## src/rtl/fetch_stage.sv

```systemverilog
// Instruction fetch: PC, imem req/ack handshake, IF/ID register and one-entry skid buffer.
// Ack in cycle N shows at decode in N+1; under stall the out register holds, one extra word parks in skid, then issue pauses.
module fetch_stage #(
  parameter logic [31:0] RESET_PC = 32'h0000_0000
) (
  input  logic        clk,
  input  logic        rst,
  output logic        imem_req,
  output logic [31:0] imem_addr,
  input  logic        imem_ack,
  input  logic [31:0] imem_data,
  input  logic        stall,
  input  logic        branch_taken,
  input  logic [31:0] branch_target,
  output logic [31:0] instr,
  output logic [31:0] instr_pc,
  output logic        instr_valid
);

  typedef enum logic {FETCH, DRAIN} state_t;

  state_t      state;
  logic [31:0] pc;
  logic [31:0] redirect_pc;
  logic [31:0] skid_data;
  logic [31:0] skid_pc;
  logic        skid_valid;
  logic        outstanding;
  logic        active;
  logic        ack_acc;
  logic        fill;
  logic        load_en;

  // active keeps the request low for the first cycle after reset releases
  assign imem_req  = active && (state == DRAIN || outstanding || !skid_valid);
  assign imem_addr = pc;
  assign ack_acc   = imem_req && imem_ack;
  assign fill      = ack_acc && (state == FETCH);
  assign load_en   = !instr_valid || !stall;

  always_ff @(posedge clk) begin
    if (rst) begin
      state       <= FETCH;
      pc          <= RESET_PC;
      redirect_pc <= 32'd0;
      skid_data   <= 32'd0;
      skid_pc     <= 32'd0;
      skid_valid  <= 1'b0;
      outstanding <= 1'b0;
      active      <= 1'b0;
      instr       <= 32'd0;
      instr_pc    <= 32'd0;
      instr_valid <= 1'b0;
    end else begin
      active      <= 1'b1;
      outstanding <= imem_req && !imem_ack;
      if (branch_taken) begin
        instr_valid <= 1'b0;
        skid_valid  <= 1'b0;
        // an unacked request must keep its address, so park the target until the ack drains
        if (imem_req && !imem_ack) begin
          redirect_pc <= branch_target;
          state       <= DRAIN;
        end else begin
          pc    <= branch_target;
          state <= FETCH;
        end
      end else begin
        if (state == DRAIN) begin
          if (ack_acc) begin
            pc    <= redirect_pc;
            state <= FETCH;
          end
        end else if (ack_acc) begin
          pc <= pc + 32'd1;
        end

        if (load_en) begin
          if (skid_valid) begin
            instr       <= skid_data;
            instr_pc    <= skid_pc;
            instr_valid <= 1'b1;
            skid_valid  <= 1'b0;
          end else if (fill) begin
            instr       <= imem_data;
            instr_pc    <= pc;
            instr_valid <= 1'b1;
          end else begin
            instr_valid <= 1'b0;
          end
        end

        // requests only issue with skid empty, so a fill that misses the out register always fits here
        if (fill && !(load_en && !skid_valid)) begin
          skid_data  <= imem_data;
          skid_pc    <= pc;
          skid_valid <= 1'b1;
        end
      end
    end
  end

endmodule

```

## config.mk

```make
export PLATFORM = sky130hd
export DESIGN_NAME = fetch_stage
export DESIGN_NICKNAME = d
export VERILOG_FILES = /design/src/rtl/fetch_stage.sv
export SDC_FILE = /design/constraint.sdc
export NUM_CORES = 1
export LEC_CHECK = 0
export CAP_MARGIN = 0
export CELL_PAD_IN_SITES_DETAIL_PLACEMENT = 1
export CELL_PAD_IN_SITES_GLOBAL_PLACEMENT = 2
export CORE_UTILIZATION = 30
export CTS_CLUSTER_DIAMETER = 120
export DETAILED_ROUTE_END_ITERATION = 10
export PLACE_DENSITY_LB_ADDON = 0.2
export SETUP_SLACK_MARGIN = 0.15
export SLEW_MARGIN = 20
export SYNTH_ARGS = -nofsm -noshare
export SYNTH_HDL_FRONTEND = slang
export SYNTH_SLANG_ARGS = --single-unit
```

## constraint.sdc

```tcl
create_clock -name clk -period 2.6 [get_ports clk]
set_clock_uncertainty 0.05 [all_clocks]
set_input_delay 0.39 -clock clk [delete_from_list [all_inputs] [get_ports clk]]
set_output_delay 0.39 -clock clk [all_outputs]
set_load 0.01 [all_outputs]
```

== After elaboration in Yosys (flattened, before gate mapping) ==
Cells that the tools add are included.
Word-level totals
  bits in read-only memories: 0
  register bits: 197
  memory bits (writable): 0
  latch bits: 0
  bits of input ports: 69
  logic and storage cells: 55
  memories kept: 0
Cells by class
  multiply operators: 0
  div/mod/pow operators: 0
  $lt $le $gt $ge: 0
  $add $sub $neg: 1
  bitwise gates (word level): 2
  reduce and logical (&&, ||, !) cells: 22
  mux-type cells: 18
  equal/unequal tests: 1
  shift-type cells: 0
Operator list (count)
  2-to-1 mux 32 bit: 9
  adder 32 x 1 -> 32 bit, second input constant: 1
  2-to-1 mux 1 bit: 9
  logical AND 1 bit: 6
  AND reduction 2 bit: 3
  nonzero test 2 bit: 3
  zero test 1 bit: 5
  logical OR 1 bit: 3
  AND reduction 3 bit: 1
  != test 2 bit, second input constant: 1
  NOT 1 bit: 2
  OR reduction 2 bit: 1

== Depth between registers and ports, before layout ==
Gate-level depths: netlist (run 1).
  depth in word-level cells: 7
  gate-level depth with buffers: 8
  mapped depth without buffers: 6

== Worst setup path after synthesis (run 1) ==
OpenSTA, ideal clock, no wires.
  path type: reg2reg
  start: reg pc[0], in the netlist imem_addr[0]
  end: reg pc[14], in the netlist imem_addr[14]
  cell stages (with the launch flop): 7
  clock period less this slack: 1.973 ns
  arrival time: 1.831 ns
  path buffers: 0
  slack: 0.627 ns
  cell sequence: dfxtp_1 -> ha_1 -> nand3_1 -> nor3_2 -> nand3_1 -> o31a_1 -> o32ai_1
Between the ends
  word-level cells in the longest chain between the ends: 4
Ends and longest elaborated chain
  from (decl): line 23  | logic [31:0] pc;
  from (signal assigned): line 65  | pc <= branch_target;
  from (signal assigned): line 71  | pc <= redirect_pc;
  from (signal assigned): line 75  | pc <= pc + 32'd1;
  adder 32 x 1 -> 32 bit: line 75
  2-to-1 mux 32 bit: line 74  | end else if (ack_acc) begin
  2-to-1 mux 32 bit: line 69  | if (state == DRAIN) begin
  2-to-1 mux 32 bit: line 57  | if (branch_taken) begin
Every way passes these cells. The select of a mux whose other input is x is not followed.
A chain may end at the register's enable or synchronous reset.

== Final worst setup path (run 1) ==
  start: reg skid_valid
  end: out imem_req
Between the ends
  word-level cells in the longest chain between the ends: 3
Ends and longest elaborated chain
  from (decl): line 27  | logic skid_valid;
  from (signal assigned): line 48  | skid_valid <= 1'b0;
  from (signal assigned): line 59  | skid_valid <= 1'b0;
  from (signal assigned): line 83  | skid_valid <= 1'b0;
  zero test 1 bit: line 35  | assign imem_req = active && (state == DRAIN || outstanding || !skid_valid);
  logical OR 1 bit: line 35
  logical AND 1 bit: line 35
  to (decl): line 8  | output logic imem_req,
Every way passes these cells.

==> out/results.ini, run 1 <==
[synthesis]
synth_warnings = 0
synth_area_per_cell_um2 = 8.08
async_flop_share = 0
ys.flop_type = dfxtp_1
ys_ff_latch = 197
netlist_area_um2 = 8770
synth.distinct_cells = 55
syn_nets = 1155
synth_cells = 1085
yosysSeqAreaShare = 0.450
synth_edf_count = 0

[detailed_routing]
route.detailed.drc = 0
vias = 8121
wl_mm = 28.4
wl_per_cell_um = 17.4
via_per_inst = 4.99
drt_pass1_iterations = 4
drt_first_iter_violations = 430
ant_nets = 0

[finish]
diodes = 0
area_delta_synth_final_pct = 32.6
final_cell_area_um2 = 11600
fillers = 3387
drive_gt1_frac = 0.0805
fin_nets = 1301

[setup_path]
reg2reg_slack_ps = 500
cp_max_fo = 4
cp.required_ps = 2160
start_kind = flop
critPathKind = flop to output port
cp-end-kind = output port
r2r_end = imem_addr[25]$_SDFFE_PP0P_
r2r_start = imem_addr[0]$_SDFFE_PP0P_
rr_worst_depth = 6
cp.arrival_ps = 1800

[global_route]
grt_usage = 0.192
grt_pass1_vias = 8196
grt-ovfl-total = 0
grt_max_degree = 87
grt_antenna_before_repair = 0
grt_pass1_wl_mm = 46.0

[placed_design]
hpwl_mm = 19.4
gp_congestion = 0.766
place_ws_ps = 108
placed_area_um2 = 11100
portBuffers = 166

[floorplan]
die_w_um = 173
die_y_um = 173
die-area_um2 = 29900
io-pin-count = 167
core_area_um2 = 28700
initial_core_util = 0.306
fp-row-count = 62

[timing]
timing.slew.headroom = 0.387
hold_viol = 0
slew_viol_final = 0
tns_ps = 0
fin_crit_ps = 2240
rsz0062_at_grt = false
tightest_slew_ps = 920
fin_crit_sh = 0.861
final.setup.worst_slack_ps = 360
whs_ps = 295
timing.fmax_ghz = 0.446
setup-violations-final = 0

[min_path]
min_path_cells = 2
hold_path_end = redirect_pc[31]$_SDFFE_PP0P_
hp-start = rst
worst_hold_path_type = input port to flop

[cts]
hold_buffers = 0
clk_pin_slew_ps = 80
cts_root_buf = clkbuf_16
h-tree-depth = 4
cts_tree = yes
cts_inserted_buffers = 17
clkLatencyLatePin_ps = 430
postCtsSetupBuffers = 0
clockBufferDepth = 2
cts_resized = 0
cts.sinks = 197

[status]
status = complete, no violations

[power]
power_leakage_nw = 3.78
power_density_nw_per_um2 = 582
vdd_ir_drop_max_mv = 0.347
power_mw = 6.77

[job]
maxCapViolCount = 0

## routing by layer
| layer | wire length (µm) | share of wire | track usage |
|---|---|---|---|
| met4 | 322 | 0.011 | 0.0457 |
| met3 | 839 | 0.030 | 0.0259 |
| met2 | 12900 | 0.46 | 0.311 |
| met1 | 14300 | 0.50 | 0.268 |
| met5 | 0 | 0 | 0 |
## through the flow
step | cells | util
floorplan | 1085 | -
global placement | 1596 | 0.385
detailed placement | 1596 | 0.385
CTS | 1627 | 0.405
global route | 1627 | 0.405
finish | 1627 | 0.405
## logic make-up (layout without fill, tap and decap cells)
logic type | count (synthesis) | count (layout) | share of synthesized area
fa+ha+maj | 2 | 2 | 0.00257
xor+xnor | 11 | 11 | 0.0110
flops | 197 | 197 | 0.450
mux | 72 | 72 | 0.0822
compound gates | 278 | 278 | 0.199
simple gates | 417 | 417 | 0.205
buf+inv | 108 | 266 | 0.0505
## worst max path at each step
stage,startpoint,to,slack [ps]
5_1_grt,skid_valid$_SDFFE_PP0P_,imem_req,240
4_1_cts,skid_valid$_SDFFE_PP0P_,imem_req,310
6_report,skid_valid$_SDFFE_PP0P_,imem_req,360
2_1_floorplan,imem_addr[0]$_SDFFE_PP0P_,imem_addr[14]$_SDFFE_PP0P_,630
3_5_place_dp,imem_ack,instr[26]$_SDFFE_PP0P_,110
3_3_place_gp,imem_ack,instr[26]$_SDFFE_PP0P_,190
## cell usage after synthesis (3+ instances only)
master	n	area (µm²)
o21a_1	6	45.0
nor2_1	88	330
nand4_1	12	75.1
a31oi_1	6	37.5
a311oi_1	3	26.3
o21ai_0	22	110
o32ai_1	3	26.3
nor2b_1	4	25.0
inv_1	10	37.5
and3_1	10	62.6
xor2_1	7	61.3
buf_1	6	22.5
nand3_1	22	110
nand2_1	235	882
a21o_1	3	22.5
or3_1	6	37.5
or4_1	3	22.5
a221oi_1	3	26.3
nor3_1	14	70.1
o211ai_1	15	113
nor3b_1	3	22.5
a21oi_1	125	626
buf_2	23	115
nor3_2	3	30.0
nor4_1	5	31.3
nand2b_1	4	25.0
xnor2_1	4	35.0
o211a_1	3	30.0
a211oi_1	72	541
clkbuf_1	67	251
mux2i_1	72	721
dfxtp_1	197	3940
## sequential cells by signal, indices dropped and copies added (netlist names)
register	count
instr	32
outstanding	1
imem_addr	32
instr_valid	1
skid_data	32
redirect_pc	32
active	1
state	1
instr_pc	32
skid_valid	1
skid_pc	32
## report_power, final
group	internal (mW)	switching, mW	leakage (nW)
logic	0.459	0.498	1.91
registers	3.13	0.0932	1.60
clock network	1.28	1.32	0.274
## layout make-up
type | instances | area (µm²) | share of cell area
Timing Repair Buffer | 225 | 2190 | 0.188
Sequential cell | 197 | 3950 | 0.340
Inverter | 10 | 37.5 | 0.00323
Tap cell | 384 | 480 | 0.0413
Clock buffer | 17 | 425 | 0.0366
Multi-Input combinational cell | 780 | 4410 | 0.379
Clock inverter | 14 | 139 | 0.0119
## cell usage in the layout, fill, tap and decap left out, types with 22 or more instances in the layout
master           instances
a211oi_1                72
a21oi_1                125
buf_4                   52
clkdlybuf4s50_1        164
dfxtp_1                196
mux2i_1                 72
nand2_1                235
nand3_1                 22
nor2_1                  88
o21ai_0                 22
## critical path: stages, from the launching register on
cell and delay [ps]:
dfxtp_4 360, nor3b_1 400, nor2b_1 120, clkdlybuf4s50_1 500
Power figures use the tool's default switching activity.
==> run 2: changes to the inputs <==
Settings changed: SKIP_CTS_REPAIR_TIMING set to 1.
Clock period 2.6 ns to 2.25 ns, I/O delays scaled along.
==> out/results.ini, run 2 (synthesized netlist as in run 1, its figures left out) <==
[global_route]
grt_usage = 0.192
grt-ovfl-total = 0
grt_max_degree = 106
grt_antenna_before_repair = 0
grt_pass1_wl_mm = 46.2
grt_pass1_vias = 8207

[detailed_routing]
wl_per_cell_um = 17.5
vias = 8185
route.detailed.drc = 0
drt_first_iter_violations = 356
ant_nets = 0
drt_pass1_iterations = 4
via_per_inst = 4.98
wl_mm = 28.7

[cts]
clkLatencyLatePin_ps = 430
h-tree-depth = 4
cts.sinks = 197
clk_pin_slew_ps = 80
cts_tree = yes
cts_inserted_buffers = 17
clockBufferDepth = 2
cts_root_buf = clkbuf_16

[placed_design]
place_inst = 1612
gp_congestion = 0.799
portBuffers = 166
place_ws_ps = -71.3
hpwl_mm = 19.6

[timing]
setup-violations-final = 0
fin_crit_sh = 0.907
final.setup.worst_slack_ps = 209
timing.slew.headroom = 0.649
hold_viol = 0
fin_crit_ps = 2040
tightest_slew_ps = 527
slew_viol_final = 0
rsz0062_at_grt = true
timing.fmax_ghz = 0.490

[finish]
drive_gt1_frac = 0.0968
area_delta_synth_final_pct = 36.2
fin_nets = 1318
most-common-layout-cells = nand2_1 (235), dfxtp_1 (195), clkdlybuf4s50_1 (163)
diodes = 0
final_common_cell = nand2_1
finalNonFillerCells = 1644

[floorplan]
die-area_um2 = 29900
core_area_um2 = 28700
die_y_um = 173
fp-row-count = 62
initial_core_util = 0.306
io-pin-count = 167
die_w_um = 173

[setup_path]
cp.required_ps = 1860
cp-end-kind = output port
cp.arrival_ps = 1650
rr_worst_depth = 5
start_kind = flop
critPathKind = flop to output port
cp_max_fo = 6

[min_path]
worst_hold_path_type = input port to flop
min_path_cells = 2

[status]
status = complete, no violations

[power]
power_leakage_nw = 3.95
power_density_nw_per_um2 = 673
vdd_ir_drop_max_mv = 0.396

[job]
maxCapViolCount = 0

-- run 2: cell types whose count changed in the layout (fill, tap and decap cells not counted), moves of 2 or more --
cell        previous run  this run
buf_12                 7        14
clkinvlp_4             2         0
nand3_2                0         2
buf_4                 52        60
nand3_1               22        20
-- run 2: cell type report --
class / instances / area [µm²]
fill: 3402 / 16800
multi-input combinational: 780 / 4430
sequential: 197 / 3950
timing repair buffer: 242 / 2440
tap: 384 / 480
clock buffer: 17 / 425
clock inverter: 14 / 181
inverter: 10 / 37.5
-- run 2: report_power, final --
part,leakage (nW),switching [mW],internal [mW]
Clock,0.298,1.57,1.61
Sequential,1.60,0.0984,3.61
Combinational,2.05,0.589,0.561
Total,3.95,2.26,5.79
-- run 2: critical path, cell delays in order, from the launching register on --
cell             delay [ps]
dfxtp_1                 490
buf_4                   210
clkdlybuf4s50_1         530
-- run 2: path summary, 6_finish.rpt --
path                                startpoint                           end  slack, ps
hold / removal                             rst  redirect_pc[21]$_SDFFE_PP0P_        220
hold reg to reg   redirect_pc[24]$_SDFFE_PP0P_  redirect_pc[24]$_SDFFE_PP0P_        400
setup reg to reg    imem_addr[10]$_SDFFE_PP0P_    imem_addr[31]$_SDFFE_PP0P_        230
setup / recovery    imem_addr[24]$_SDFFE_PP0P_                 imem_addr[24]        210
-- run 2: layer usage --
layer,vias up,track usage,share of wire
met1,3884,0.267,0.50
met5,-,0,0
met2,146,0.310,0.46
met3,18,0.0317,0.036
li1,4137,-,-
met4,0,0.0435,0.0092
-- run 2: stage by stage --
| step | total power, mW | instance area [µm²] | utilization | TNS (ps) | hold slack, ps |
|---|---|---|---|---|---|
| floorplan | 4.30 | 8770 | - | 0 | 381 |
| global placement | 4.94 | 11300 | 0.393 | -27.7 | 388 |
| detailed placement | 4.95 | 11300 | 0.393 | -2940 | 396 |
| CTS | 8.17 | 11900 | 0.414 | -41.1 | 207 |
| global route | 8.41 | 11900 | 0.416 | 0 | 225 |
| finish | 8.04 | 11900 | 0.416 | 0 | 223 |
==> run 3: changes to the inputs <==
Settings changed: SLEW_MARGIN 20 to unset.
==> results of run 3 <==
Final layout, timing and power as in run 2 (identical DEF).
